===== config.mk =====
export PLATFORM = sky130hd
export DESIGN_NAME = load_store_unit_flat
export DESIGN_NICKNAME = d
export VERILOG_FILES = /design/src/rtl/load_store_unit_if.sv /design/src/rtl/load_store_unit.sv /design/src/flat_wrapper.sv
export SDC_FILE = /design/constraint.sdc
export NUM_CORES = 1
export LEC_CHECK = 0
export CAP_MARGIN = 20
export CORE_ASPECT_RATIO = 0.5
export CORE_MARGIN = 5
export CORE_UTILIZATION = 49
export CTS_CLUSTER_SIZE = 24
export DETAILED_ROUTE_END_ITERATION = 7
export PLACE_DENSITY = 0.87
export SYNTH_ARGS = -nofsm -noshare
export SYNTH_HDL_FRONTEND = slang
export SYNTH_SLANG_ARGS = --single-unit

===== constraint.sdc =====
create_clock -name clk -period 5.57 [get_ports clk]
set_input_delay 1.114 -clock clk [delete_from_list [all_inputs] [get_ports clk]]
set_output_delay 1.114 -clock clk [all_outputs]
set_load 0.02 [all_outputs]

===== src/rtl/load_store_unit_if.sv =====
`default_nettype none
// ============================================================================
// Module   : load_store_unit_if
// Purpose  : Bundles the pipeline request/response handshake and the memory
//            access controller command/data bus of the load/store unit.
//            slave  = load/store unit view, master = surrounding environment.
// Revision : 1.0 - initial release
// ============================================================================
interface load_store_unit_if;
  // Pipeline request side
  logic        req_valid;
  logic        req_ready;
  logic        req_write;
  logic [2:0]  req_funct3;
  logic [31:0] req_addr;
  logic [31:0] req_wdata;
  // Pipeline response side
  logic        resp_valid;
  logic        resp_ready;
  logic [31:0] resp_rdata;
  logic        resp_error;
  // Memory access controller side
  logic        mem_cmd_start;
  logic        mem_cmd_write;
  logic        mem_cmd_ready;
  logic [31:0] mem_addr;
  logic [31:0] mem_rdata;
  logic        mem_rdata_valid;
  logic [31:0] mem_wdata;
  logic [31:0] mem_wmask;

  modport slave (
    input  req_valid, req_write, req_funct3, req_addr, req_wdata,
    output req_ready,
    output resp_valid, resp_rdata, resp_error,
    input  resp_ready,
    output mem_cmd_start, mem_cmd_write, mem_addr, mem_wdata, mem_wmask,
    input  mem_cmd_ready, mem_rdata, mem_rdata_valid
  );

  modport master (
    output req_valid, req_write, req_funct3, req_addr, req_wdata,
    input  req_ready,
    input  resp_valid, resp_rdata, resp_error,
    output resp_ready,
    input  mem_cmd_start, mem_cmd_write, mem_addr, mem_wdata, mem_wmask,
    output mem_cmd_ready, mem_rdata, mem_rdata_valid
  );
endinterface
`default_nettype wire


===== src/rtl/load_store_unit.sv =====
`default_nettype none
// ============================================================================
// Module   : load_store_unit
// Purpose  : Decodes RV32I loads/stores, issues one memory controller command
//            per request, extends load data and returns a result through a
//            valid/ready handshake with error flag and timeout guard.
// Options  : define MISALIGN_TRAP_EN to reject misaligned half/word accesses
//            instead of passing them to the controller.
// Revision : 1.0 - initial release
// ============================================================================
module load_store_unit #(
  parameter int unsigned TIMEOUT_CYCLES = 1024  // 0 disables the timeout
) (
  input  wire logic        clk,
  input  wire logic        rst_n,
  load_store_unit_if.slave bus
);

  typedef enum logic [2:0] {
    S_IDLE       = 3'd0,
    S_ISSUE      = 3'd1,
    S_WAIT_READ  = 3'd2,
    S_WAIT_WRITE = 3'd3,
    S_RESP       = 3'd4,
    S_DRAIN      = 3'd5
  } state_t;

  localparam logic [16:0] c_timeout    = 17'(TIMEOUT_CYCLES);
  localparam bit          c_timeout_en = (TIMEOUT_CYCLES != 0);

  state_t      r_state;
  logic        r_write;
  logic [2:0]  r_funct3;
  logic [31:0] r_addr;
  logic [31:0] r_wdata;
  logic [31:0] r_rdata;
  logic        r_error;
  logic [15:0] r_tcnt;

  logic        w_illegal;
  logic        w_misalign;
  logic        w_timeout;
  logic [31:0] w_load_data;
  logic        w_cmd_start;
  logic        w_cmd_write;
  logic [31:0] w_mem_addr;
  logic [31:0] w_mem_wdata;
  logic [31:0] w_mem_wmask;

  // Classify the incoming funct3: stores allow only 000..010, loads reject 011/110/111
  always_comb begin
    w_illegal = 1'b0;
    if (bus.req_write) begin
      w_illegal = (bus.req_funct3 > 3'b010);
    end else begin
      w_illegal = (bus.req_funct3 == 3'b011) || (bus.req_funct3 == 3'b110) ||
                  (bus.req_funct3 == 3'b111);
    end
  end

`ifdef MISALIGN_TRAP_EN
  // Halfwords need addr[0]=0, words need addr[1:0]=0; byte accesses are always aligned
  assign w_misalign = ((bus.req_funct3[1:0] == 2'b01) && bus.req_addr[0]) ||
                      ((bus.req_funct3[1:0] == 2'b10) && (bus.req_addr[1:0] != 2'b00));
`else
  // Misaligned accesses go to the controller unchanged; it splits them itself
  assign w_misalign = 1'b0;
`endif

  // Timeout fires on the cycle that would bring the counter up to the limit
  assign w_timeout = c_timeout_en && (({1'b0, r_tcnt} + 17'd1) == c_timeout);

  // Sign/zero extension of the returned word according to the latched funct3
  always_comb begin
    w_load_data = bus.mem_rdata;
    case (r_funct3)
      3'b000:  w_load_data = {{24{bus.mem_rdata[7]}}, bus.mem_rdata[7:0]};
      3'b100:  w_load_data = {24'h0, bus.mem_rdata[7:0]};
      3'b001:  w_load_data = {{16{bus.mem_rdata[15]}}, bus.mem_rdata[15:0]};
      3'b101:  w_load_data = {16'h0, bus.mem_rdata[15:0]};
      default: w_load_data = bus.mem_rdata;
    endcase
  end

  // Controller command and byte-lane data/mask; everything is quiet outside ISSUE
  always_comb begin
    w_cmd_start = 1'b0;
    w_cmd_write = 1'b0;
    w_mem_addr  = 32'h0;
    w_mem_wdata = 32'h0;
    w_mem_wmask = 32'h0;
    if (r_state == S_ISSUE) begin
      w_cmd_start = bus.mem_cmd_ready;
      w_cmd_write = r_write;
      w_mem_addr  = r_addr;
      if (r_write) begin
        case (r_funct3[1:0])
          2'b00: begin
            w_mem_wdata = {24'h0, r_wdata[7:0]};
            w_mem_wmask = 32'h0000_00ff;
          end
          2'b01: begin
            w_mem_wdata = {16'h0, r_wdata[15:0]};
            w_mem_wmask = 32'h0000_ffff;
          end
          default: begin
            w_mem_wdata = r_wdata;
            w_mem_wmask = 32'hffff_ffff;
          end
        endcase
      end
    end
  end

  assign bus.mem_cmd_start = w_cmd_start;
  assign bus.mem_cmd_write = w_cmd_write;
  assign bus.mem_addr      = w_mem_addr;
  assign bus.mem_wdata     = w_mem_wdata;
  assign bus.mem_wmask     = w_mem_wmask;

  assign bus.req_ready  = (r_state == S_IDLE);
  assign bus.resp_valid = (r_state == S_RESP);
  assign bus.resp_rdata = r_rdata;
  assign bus.resp_error = r_error;

  // Request sequencing: latch, issue, wait for completion or timeout, respond
  always_ff @(posedge clk or negedge rst_n) begin
    if (!rst_n) begin
      r_state  <= S_IDLE;
      r_write  <= 1'b0;
      r_funct3 <= 3'b000;
      r_addr   <= 32'h0;
      r_wdata  <= 32'h0;
      r_rdata  <= 32'h0;
      r_error  <= 1'b0;
      r_tcnt   <= 16'h0;
    end else begin
      case (r_state)
        S_IDLE: begin
          if (bus.req_valid) begin
            r_write  <= bus.req_write;
            r_funct3 <= bus.req_funct3;
            r_addr   <= bus.req_addr;
            r_wdata  <= bus.req_wdata;
            r_rdata  <= 32'h0;
            r_tcnt   <= 16'h0;
            if (w_illegal || w_misalign) begin
              r_error <= 1'b1;
              r_state <= S_RESP;
            end else begin
              r_error <= 1'b0;
              r_state <= S_ISSUE;
            end
          end
        end
        S_ISSUE: begin
          r_tcnt <= r_tcnt + 16'd1;
          if (bus.mem_cmd_ready) begin
            r_state <= r_write ? S_WAIT_WRITE : S_WAIT_READ;
          end else if (w_timeout) begin
            r_error <= 1'b1;
            r_rdata <= 32'h0;
            r_state <= S_RESP;
          end
        end
        S_WAIT_READ: begin
          r_tcnt <= r_tcnt + 16'd1;
          if (bus.mem_rdata_valid) begin
            r_rdata <= w_load_data;
            r_state <= S_RESP;
          end else if (w_timeout) begin
            r_error <= 1'b1;
            r_rdata <= 32'h0;
            r_state <= S_DRAIN;
          end
        end
        S_WAIT_WRITE: begin
          r_tcnt <= r_tcnt + 16'd1;
          if (bus.mem_cmd_ready) begin
            r_rdata <= 32'h0;
            r_state <= S_RESP;
          end else if (w_timeout) begin
            r_error <= 1'b1;
            r_rdata <= 32'h0;
            r_state <= S_DRAIN;
          end
        end
        S_DRAIN: begin
          // Late read data is discarded; only the controller going idle matters
          if (bus.mem_cmd_ready) begin
            r_state <= S_RESP;
          end
        end
        S_RESP: begin
          if (bus.resp_ready) begin
            r_state <= S_IDLE;
          end
        end
        default: begin
          r_state <= S_IDLE;
        end
      endcase
    end
  end

endmodule
`default_nettype wire

===== src/flat_wrapper.sv =====
// flat-port wrapper written by rule: the top's interface ports become plain ports
module load_store_unit_flat 
#(
  parameter int unsigned TIMEOUT_CYCLES = 1024                           
)
  (clk, rst_n, bus_req_valid, bus_req_write, bus_req_funct3, bus_req_addr, bus_req_wdata, bus_req_ready, bus_resp_valid, bus_resp_rdata, bus_resp_error, bus_resp_ready, bus_mem_cmd_start, bus_mem_cmd_write, bus_mem_addr, bus_mem_wdata, bus_mem_wmask, bus_mem_cmd_ready, bus_mem_rdata, bus_mem_rdata_valid);
  load_store_unit_if bus_i ();
  input  wire logic clk;
  input  wire logic rst_n;
  input wire logic [$bits(bus_i.req_valid)-1:0] bus_req_valid;
  input wire logic [$bits(bus_i.req_write)-1:0] bus_req_write;
  input wire logic [$bits(bus_i.req_funct3)-1:0] bus_req_funct3;
  input wire logic [$bits(bus_i.req_addr)-1:0] bus_req_addr;
  input wire logic [$bits(bus_i.req_wdata)-1:0] bus_req_wdata;
  output wire logic [$bits(bus_i.req_ready)-1:0] bus_req_ready;
  output wire logic [$bits(bus_i.resp_valid)-1:0] bus_resp_valid;
  output wire logic [$bits(bus_i.resp_rdata)-1:0] bus_resp_rdata;
  output wire logic [$bits(bus_i.resp_error)-1:0] bus_resp_error;
  input wire logic [$bits(bus_i.resp_ready)-1:0] bus_resp_ready;
  output wire logic [$bits(bus_i.mem_cmd_start)-1:0] bus_mem_cmd_start;
  output wire logic [$bits(bus_i.mem_cmd_write)-1:0] bus_mem_cmd_write;
  output wire logic [$bits(bus_i.mem_addr)-1:0] bus_mem_addr;
  output wire logic [$bits(bus_i.mem_wdata)-1:0] bus_mem_wdata;
  output wire logic [$bits(bus_i.mem_wmask)-1:0] bus_mem_wmask;
  input wire logic [$bits(bus_i.mem_cmd_ready)-1:0] bus_mem_cmd_ready;
  input wire logic [$bits(bus_i.mem_rdata)-1:0] bus_mem_rdata;
  input wire logic [$bits(bus_i.mem_rdata_valid)-1:0] bus_mem_rdata_valid;
  assign bus_i.req_valid = bus_req_valid;
  assign bus_i.req_write = bus_req_write;
  assign bus_i.req_funct3 = bus_req_funct3;
  assign bus_i.req_addr = bus_req_addr;
  assign bus_i.req_wdata = bus_req_wdata;
  assign bus_req_ready = bus_i.req_ready;
  assign bus_resp_valid = bus_i.resp_valid;
  assign bus_resp_rdata = bus_i.resp_rdata;
  assign bus_resp_error = bus_i.resp_error;
  assign bus_i.resp_ready = bus_resp_ready;
  assign bus_mem_cmd_start = bus_i.mem_cmd_start;
  assign bus_mem_cmd_write = bus_i.mem_cmd_write;
  assign bus_mem_addr = bus_i.mem_addr;
  assign bus_mem_wdata = bus_i.mem_wdata;
  assign bus_mem_wmask = bus_i.mem_wmask;
  assign bus_i.mem_cmd_ready = bus_mem_cmd_ready;
  assign bus_i.mem_rdata = bus_mem_rdata;
  assign bus_i.mem_rdata_valid = bus_mem_rdata_valid;
  load_store_unit #(.TIMEOUT_CYCLES(TIMEOUT_CYCLES)) u_core (.clk(clk), .rst_n(rst_n), .bus(bus_i));
endmodule

* Word level (Yosys, flattened, before mapping) *
Cells that the tools add are included.

storage, ports and cells
  register bits = 120
  input port bits = 106
  output and inout port bits = 133
  logic and storage cells = 82

cells by class
  add/subtract/negate cells = 2
  $lt $le $gt $ge = 1
  equality and inequality tests = 20
  mux-type cells = 36
  reductions and logical operators = 15

operators by type and width
  cell                                                                              count
  32-bit 2-to-1 mux                                                                 10
  32-bit case mux with 4 select lines                                               2
  32-bit case mux with 2 select lines                                               2
  16-bit case mux with 2 select lines                                               1
  3-bit 2-to-1 mux                                                                  9
  3-bit == test (second input constant)                                             6
  3-bit case mux with 6 select lines                                                1
  16-bit by 1-bit adder with 17-bit output (second input constant)                  1
  17-bit by 11-bit == test with 1-bit output (second input constant)                1
  16-bit by 1-bit adder with 16-bit output (second input constant)                  1
  16-bit 2-to-1 mux                                                                 1
  2-bit != test (second input constant)                                             5
  3-bit by 2-bit == test with 1-bit output (second input constant)                  3
  1-bit 2-to-1 mux                                                                  9
  4-bit AND reduction                                                               2
  3-bit by 1-bit == test with 1-bit output (second input constant)                  2
  3-bit zero test                                                                   2
  2-bit AND reduction                                                               2
  4-bit nonzero test                                                                1
  3-bit by 2-bit greater-than comparator with 1-bit output (second input constant)  1
  3-bit by 2-bit != test with 1-bit output (second input constant)                  1
  1-bit case mux with 3 select lines                                                1
  3-bit AND reduction                                                               1
  3-bit nonzero test                                                                1
  other kinds (7)                                                                   8

* Depth between registers and ports, before layout *
Gate-level depths: netlist of run 1.

  depth in word-level cells = 7
  depth in mapped cells = 9

* Least setup slack after synthesis of run 1 *
No wires, ideal clock.

  path kind = reg-to-output
  start = register u_core.r_state[1]
  end = output bus_mem_wdata[10]
  arrival = 2.121 ns
  slack = 2.335 ns
  cell stages (with the launch flop) = 7
  buffers on the path = 1
  cells stage by stage = dfrtp_1 nand2b_1 nor2_1 and2_1 nor2b_1 clkbuf_1 and2_1

between the ends
  longest elaborated chain between the ends = 2

RTL lines
  item                                      RTL line                source
  from (decl)                               load_store_unit.sv:31   state_t r_state;
  from (signal assigned)                    load_store_unit.sv:159  r_state <= r_write ? S_WAIT_WRITE : S_WAIT_READ;
  3-bit by 1-bit == test with 1-bit output  load_store_unit.sv:92   if (r_state == S_ISSUE) begin
  32-bit 2-to-1 mux                         load_store_unit.sv:92
  to (decl)                                 flat_wrapper.sv:23      output wire logic [$bits(bus_i.mem_wdata)-1:0] bus_mem_wdata;

Every way passes these cells.

* Worst setup path after layout of run 1 *
  start = register u_core.r_state[1]
  end = output bus_mem_wdata[13]

The elaborated chain is that of the path after synthesis.

==> results.md, run 1 <==
- Status: complete, no violations
- CTS resizes: 0
- Postcts setup bufs: 0
- Final setup TNS: 0 ns
- Post-synthesis compound-gate area fraction: 0.138
- Slew HR: 0.384
- Clock Path Buffers: 2
- DP HPWL: roughly 14 mm
- CP Launch Point: u_core.r_state[1]$_DFFE_PN0P_
- Initial antenna violation count: 0
- I/O Pins: 239
- Share of layout cells above drive strength 1: 0.143
- Via/cell ratio: 5.48
- Post-synthesis register bit count: 120
- Max VDD drop: roughly 0.35 mV
- Startpoint Class: flip-flop
- Vias in the first global route: slightly below 6,000
- Die area: about 16,000 sq um
- R2R setup slack: between 2 and 2.5 ns
- Placer Congestion: roughly 0.9
- Number of cells on the worst reg-to-reg path: 7
- CORE AREA: 12,800 sq um
- Synthesis Warnings: 0
- R2R Path End: u_core.r_state[0]$_DFFE_PN0P_
- Max-cap viol count: 0
- Diodes inserted: 0
- Final worst setup slack: 0.891 ns
- Worst EP arrival: approximately 3.6 ns
- Reg clk slew, reported paths: 0.06 ns
- Post-Syn Nets: 781
- DRC: 0
- Req. time, crit path: approximately 4.5 ns
- Post-Synth Simple-Gate Area: 0.187
- Synth area leaders: dfrtp_1, mux2_2, o21ai_0, and2_1, buf_4
- F_max: about 0.21 GHz
- Die Y: between 90 and 100 um
- Largest family of logic cells by synthesized area: simple AND/OR/NAND/NOR gates
- Crit Path Max Fanout: 42
- FP Rows: 29
- Number of synthesized flops with an enable pin: 0
- Power density over the cells: 458 nW/um^2
- Hold Crit Class: reg -> reg
- Period minus WS final: 4.68 ns
- WL per Instance: 18.8 um
- TritonRoute pass-1 iters: 5
- Die width: 173 um
- Final Max Slew Viols: 0
- Cts hold-fix bufs: 0
- Initial drt markers: 415
- First-pass GRT wire length: between 30 and 40 mm
- Library cells used by synthesis: slightly below 50
- Final Cycle Share: 0.840
- CTS tree: yes
- Final nets: just under 1,000
- Main flop type after synthesis: dfrtp_1
- Crit end category: output pin
- Cell Area, Synth: 6540 sq um
- Worst-Margin Slew: 0.925 ns
- Final Hold Viols: 0
- H-tree depth: 4
- ANT nets after route: 0
- Final setup viols: 0
- Seq/Total Area, Yosys: 0.459
- Final WL: between 15 and 20 mm
- Critical path type: reg -> out
- Adder and majority gate portion of the synthesized area: 0.00191
- Unrepaired setup endpoints after global routing: no
- GRT Residual Overflow: 0
- Starting Density: 0.509
- Leak Pwr: roughly 3.8 nW
- Syn Inst Count: slightly below 700
- Total CTS buffers: 17
- Pin count of the biggest net entering global routing: a little over 80
- Post-Synth XOR/XNOR Area: 0.00938
- CTS Root Buffer Type: clkbuf_16
- Syn_area_per_cell: a little under 10 sq um
- Post-Place Worst Slack: approximately 1.3 ns
- Area delta synth->final: 44.1%
- Global Route Usage Sum: 0.244
- Port Buffers: 238
- Detailed-route via count: between 5,000 and 6,000
- Mux cell area share after synthesis: 0.128
- Top-area cell type share of the netlist area: 0.459
- Clock skew: about 0.015 ns
- Critical Path End: bus_mem_wdata[13]
- Synth area leader: dfrtp_1
- Ys async rst share: 1.00
- Num Clock Sinks: 120
- Worst R2R Start: u_core.r_tcnt[0]$_DFFE_PN0P_
- Clk_lat worst skew: 0.41 ns
cell usage after synthesis (all sizes together) (21+ instances only):
cell	n
clkbuf	41
buf	38
nand3	25
mux2	68
o21ai	82
nor2	28
a21oi	25
dfrtp	120
nor3	24
nand2	26
and2	60
inv	21
critical path, cell delays in order, from the launching register on:
cell             delay, ns
dfrtp_1               0.52
nand2b_1              0.26
nor2_2                0.12
buf_4                 0.34
and2_1                0.38
nor2b_1               0.70
and2_1                0.23
clkdlybuf4s50_1       0.62
final cells by class:
class | count | area [sq um]
fillers | 900 | 3430
clock inverters | 15 | 190
repair buffers | 247 | 2470
flip-flops and latches | 120 | 3000
multi-input cells | 454 | 3040
clock buffers | 17 | 425
well taps | 170 | 213
inverters | 21 | 78.8
where the power goes:
group	leakage, nW	switching [mW]	internal, mW
clock	0.293	0.436	0.715
combinational	1.95	0.913	0.830
sequential	1.51	0.240	1.18
metrics by stage:
stage	cells	area (sq um)	utilization	hold WS, ns	power (mW)
final	1044	9420	0.733	0.497	4.31
after CTS	1042	9380	0.731	0.502	4.32
after global routing	1044	9420	0.733	0.521	4.54
after floorplan	674	6540	-	0.472	2.50
after global placement	1010	8770	0.683	0.481	3.07
after detailed placement	1010	8770	0.683	0.488	3.14
worst min-delay path by stage:
| stage | startpoint | end | slack, ns | depth (start not counted) |
|---|---|---|---|---|
| finish | u_core.r_wdata[30]$_DFFE_PN0P_ | u_core.r_wdata[30]$_DFFE_PN0P_ | 0.50 | 1 |
| global route | u_core.r_wdata[1]$_DFFE_PN0P_ | u_core.r_wdata[1]$_DFFE_PN0P_ | 0.52 | 1 |
| CTS | u_core.r_addr[9]$_DFFE_PN0P_ | u_core.r_addr[9]$_DFFE_PN0P_ | 0.50 | 1 |
| detailed placement | u_core.r_addr[8]$_DFFE_PN0P_ | u_core.r_addr[8]$_DFFE_PN0P_ | 0.49 | 1 |
| global placement | u_core.r_addr[23]$_DFFE_PN0P_ | u_core.r_addr[23]$_DFFE_PN0P_ | 0.48 | 1 |
| floorplan | u_core.r_addr[18]$_DFFE_PN0P_ | u_core.r_addr[18]$_DFFE_PN0P_ | 0.47 | 1 |
metal layers:
metal | part of all wire | vias up | wire length [um] | global-route usage
met4 | 0.018 | 0 | 346 | 0.0644
met3 | 0.067 | 29 | 1310 | 0.0620
met1 | 0.39 | 2769 | 7580 | 0.287
li1 | - | 2698 | - | -
met2 | 0.53 | 222 | 10400 | 0.451
met5 | 0 | - | 0 | 0
cell usage in the layout (no fill, tap or decap), types with 2 or more instances in the layout:
cell,count
o21bai_1,2
and3_1,12
or2_2,7
a22o_1,2
o32ai_1,2
o21ai_1,4
clkdlybuf4s50_1,237
nor2b_1,18
clkbuf_16,17
nand3_1,23
bufinv_16,3
a21o_1,3
clkinv_4,2
xor2_1,4
clkinvlp_4,3
a22oi_1,9
mux2i_1,7
a21oi_1,25
nand2b_1,5
and2_1,60
inv_1,21
nor3_1,23
nor2_1,27
o21ai_0,77
xnor2_1,3
a31oi_1,7
mux2_2,68
o31ai_1,9
nand2_1,26
inv_6,5
buf_4,9
nor4_1,2
dfrtp_1,120
a32oi_1,8
registers in the layout (all words and copies together) (netlist names):
register and cells:
u_core.r_state 3, u_core.r_funct3 3, u_core.r_tcnt 16, u_core.bus.resp_rdata 32, u_core.r_addr 32, u_core.r_wdata 32
u_core.bus.resp_error 1, u_core.r_write 1
logic make-up (layout without fill, tap and decap cells):
kind of cell    Yosys count  count (layout)
compound gates          154             154
xor+xnor                  7               7
fa+ha+maj                 1               1
buf+inv                 100             300
flops                   120             120
mux                      75              75
simple gates            217             217
Note: power is estimated with default switching activity, not from simulation.
==> run 2: changes to the inputs <==
--- a/config.mk
+++ b/config.mk
@@ -8,10 +8,10 @@
 export CAP_MARGIN = 20
 export CORE_ASPECT_RATIO = 0.5
 export CORE_MARGIN = 5
-export CORE_UTILIZATION = 49
+export CORE_UTILIZATION = 41
 export CTS_CLUSTER_SIZE = 24
 export DETAILED_ROUTE_END_ITERATION = 7
-export PLACE_DENSITY = 0.87
+export PLACE_DENSITY = 0.78
 export SYNTH_ARGS = -nofsm -noshare
 export SYNTH_HDL_FRONTEND = slang
 export SYNTH_SLANG_ARGS = --single-unit
==> constraint.sdc (replaced) <==
create_clock -name clk -period 4.2 [get_ports clk]
set_input_delay 0.84 -clock clk [delete_from_list [all_inputs] [get_ports clk]]
set_output_delay 0.84 -clock clk [all_outputs]
set_load 0.02 [all_outputs]
==> results.md, run 2 (synthesis gave the netlist of run 1 again) <==
- CTS Root Buffer Type: clkbuf_16
- I/O Pins: roughly 240
- Share of layout cells above drive strength 1: 0.146
- Final Max Slew Viols: 0
- CTS resizes: 0
- R2R setup slack: around 1.3 ns
- Worst hold start: u_core.r_addr[15]$_DFFE_PN0P_
- Period minus WS final: 3.86 ns
- Power density over the cells: roughly 600 nW/um^2
- Status: complete, no violations
- Met3 routed WL: 1.34 mm
- DRC: 0
- Via/cell ratio: 5.23
- Cts hold-fix bufs: 0
- Slew HR: 0.362
- Leak Pwr: roughly 3.8 nW
- Area delta synth->final: 44.9%
- WL per Instance: approximately 18 um
- Final hold slack: 0.497 ns
- Final Cycle Share: 0.918
- Multi-input gate area in the final layout: 3040 sq um
- Vias in the first global route: between 5,000 and 6,000
- Hold Crit Class: reg -> reg
- Met1 WL: 7.52 mm
- Postcts setup bufs: 0
- Die width: 189 um
- Clock Path Buffers: 2
- Met2 WL: ~9.9 mm
- Initial antenna violation count: 0
- GRT Residual Overflow: 0
- Total CTS buffers: 17
- Worst-Margin Slew: between 0.9 and 1 ns
- Die Y: 99.3 um
- Startpoint Class: flip-flop
- Crit end category: output pin
- Max-cap viol count: 0
- Final nets: slightly below 1,000
- Unrepaired setup endpoints after global routing: no
- Final WL: approximately 19 mm
- Starting Density: 0.421
- Most frequent cells in the layout: clkdlybuf4s50_1, dfrtp_1, o21ai_0
- Clk_lat worst skew: between 0.4 and 0.5 ns
- FP Rows: 32
- Number of cells on the worst reg-to-reg path: 7
- Final setup TNS: 0 ns
- Clock skew: about 0.011 ns
- Worst Hold Depth: 1
- Num Clock Sinks: 120
- H-tree depth: 4
- Initial drt markers: between 300 and 400
- ANT nets after route: 0
- Placer Congestion: approximately 0.81
- Reg clk slew, reported paths: 0.06 ns
- Max VDD drop: around 0.32 mV
- CTS tree: yes
- Final Hold Viols: 0
- Final setup viols: 0
- Worst EP arrival: slightly above 3 ns
- Global Route Usage Sum: 0.202
- TritonRoute pass-1 iters: 5
- R2R Path End: u_core.r_state[0]$_DFFE_PN0P_
- Crit Path Max Fanout: 16
- First-pass GRT wire length: between 30 and 40 mm
- DP HPWL: 13.6 mm
- Pin count of the biggest net entering global routing: 74
- Port Buffers: 238
- Req. time, crit path: 3.36 ns
- Top sig layer: met4
- Commonest non-fill, non-tap cell in the layout: clkdlybuf4s50_1
- Detailed-route via count: between 5,000 and 6,000
- CORE AREA: roughly 16,000 sq um
- F_max: approximately 0.26 GHz
- Die area: 18,700 sq um
- FILL cells: ~1,300
- Critical path type: reg -> out
- FF+latch area: 3000 sq um
- Hold EP: u_core.r_addr[15]$_DFFE_PN0P_
- Worst R2R Start: u_core.r_tcnt[0]$_DFFE_PN0P_
[run 2: critical path, stage by stage, from the launching register on]
cell,delay [ns]
dfrtp_1,0.52
nand2b_1,0.26
nor2_2,0.16
and2_1,0.46
nor2b_1,0.21
buf_4,0.22
and2_1,0.15
clkdlybuf4s50_1,0.62
[run 2: metal layers]
metal,vias to the layer above,track usage
met1,2745,0.233
met2,180,0.363
met5,-,0
met4,0,0.0688
li1,2711,-
met3,27,0.0607
[run 2: final cells by class]
cell class | count | share of cell area
tap | 204 | 0.0270
timing repair buffer | 251 | 0.263
multi-input combinational | 454 | 0.321
clock inverter | 13 | 0.0163
clock buffer | 19 | 0.0468
antenna | 1 | 0.000264
sequential | 120 | 0.317
inverter | 21 | 0.00833
[run 2: power breakdown]
| group | switching (mW) | internal (mW) |
|---|---|---|
| Sequential | 0.304 | 1.56 |
| Clock | 0.539 | 0.942 |
| Combinational | 1.19 | 1.12 |
[run 2: stage by stage]
stage	instance area (sq um)	util	worst slack [ns]	total power, mW	cells
CTS	9470	0.609	0.343	5.70	1082
global placement	8870	0.571	0.839	4.12	1050
finish	9470	0.609	0.344	5.65	1083
detailed placement	8870	0.571	0.827	4.19	1050
floorplan	6540	-	1.24	3.31	674
global route	9470	0.609	0.173	6.00	1082
[run 2: worst max path at each step]
stage | from | endpoint | slack, ns | cells past startpoint
finish | u_core.r_state[1]$_DFFE_PN0P_ | bus_mem_wdata[15] | 0.34 | 7
global route | u_core.r_state[1]$_DFFE_PN0P_ | bus_mem_wdata[27] | 0.17 | 5
CTS | u_core.r_state[1]$_DFFE_PN0P_ | bus_mem_wdata[15] | 0.34 | 7
detailed placement | bus_mem_cmd_ready | bus_mem_cmd_start | 0.83 | 4
global placement | bus_mem_cmd_ready | bus_mem_cmd_start | 0.84 | 4
floorplan | u_core.r_state[1]$_DFFE_PN0P_ | bus_mem_wdata[10] | 1.24 | 6
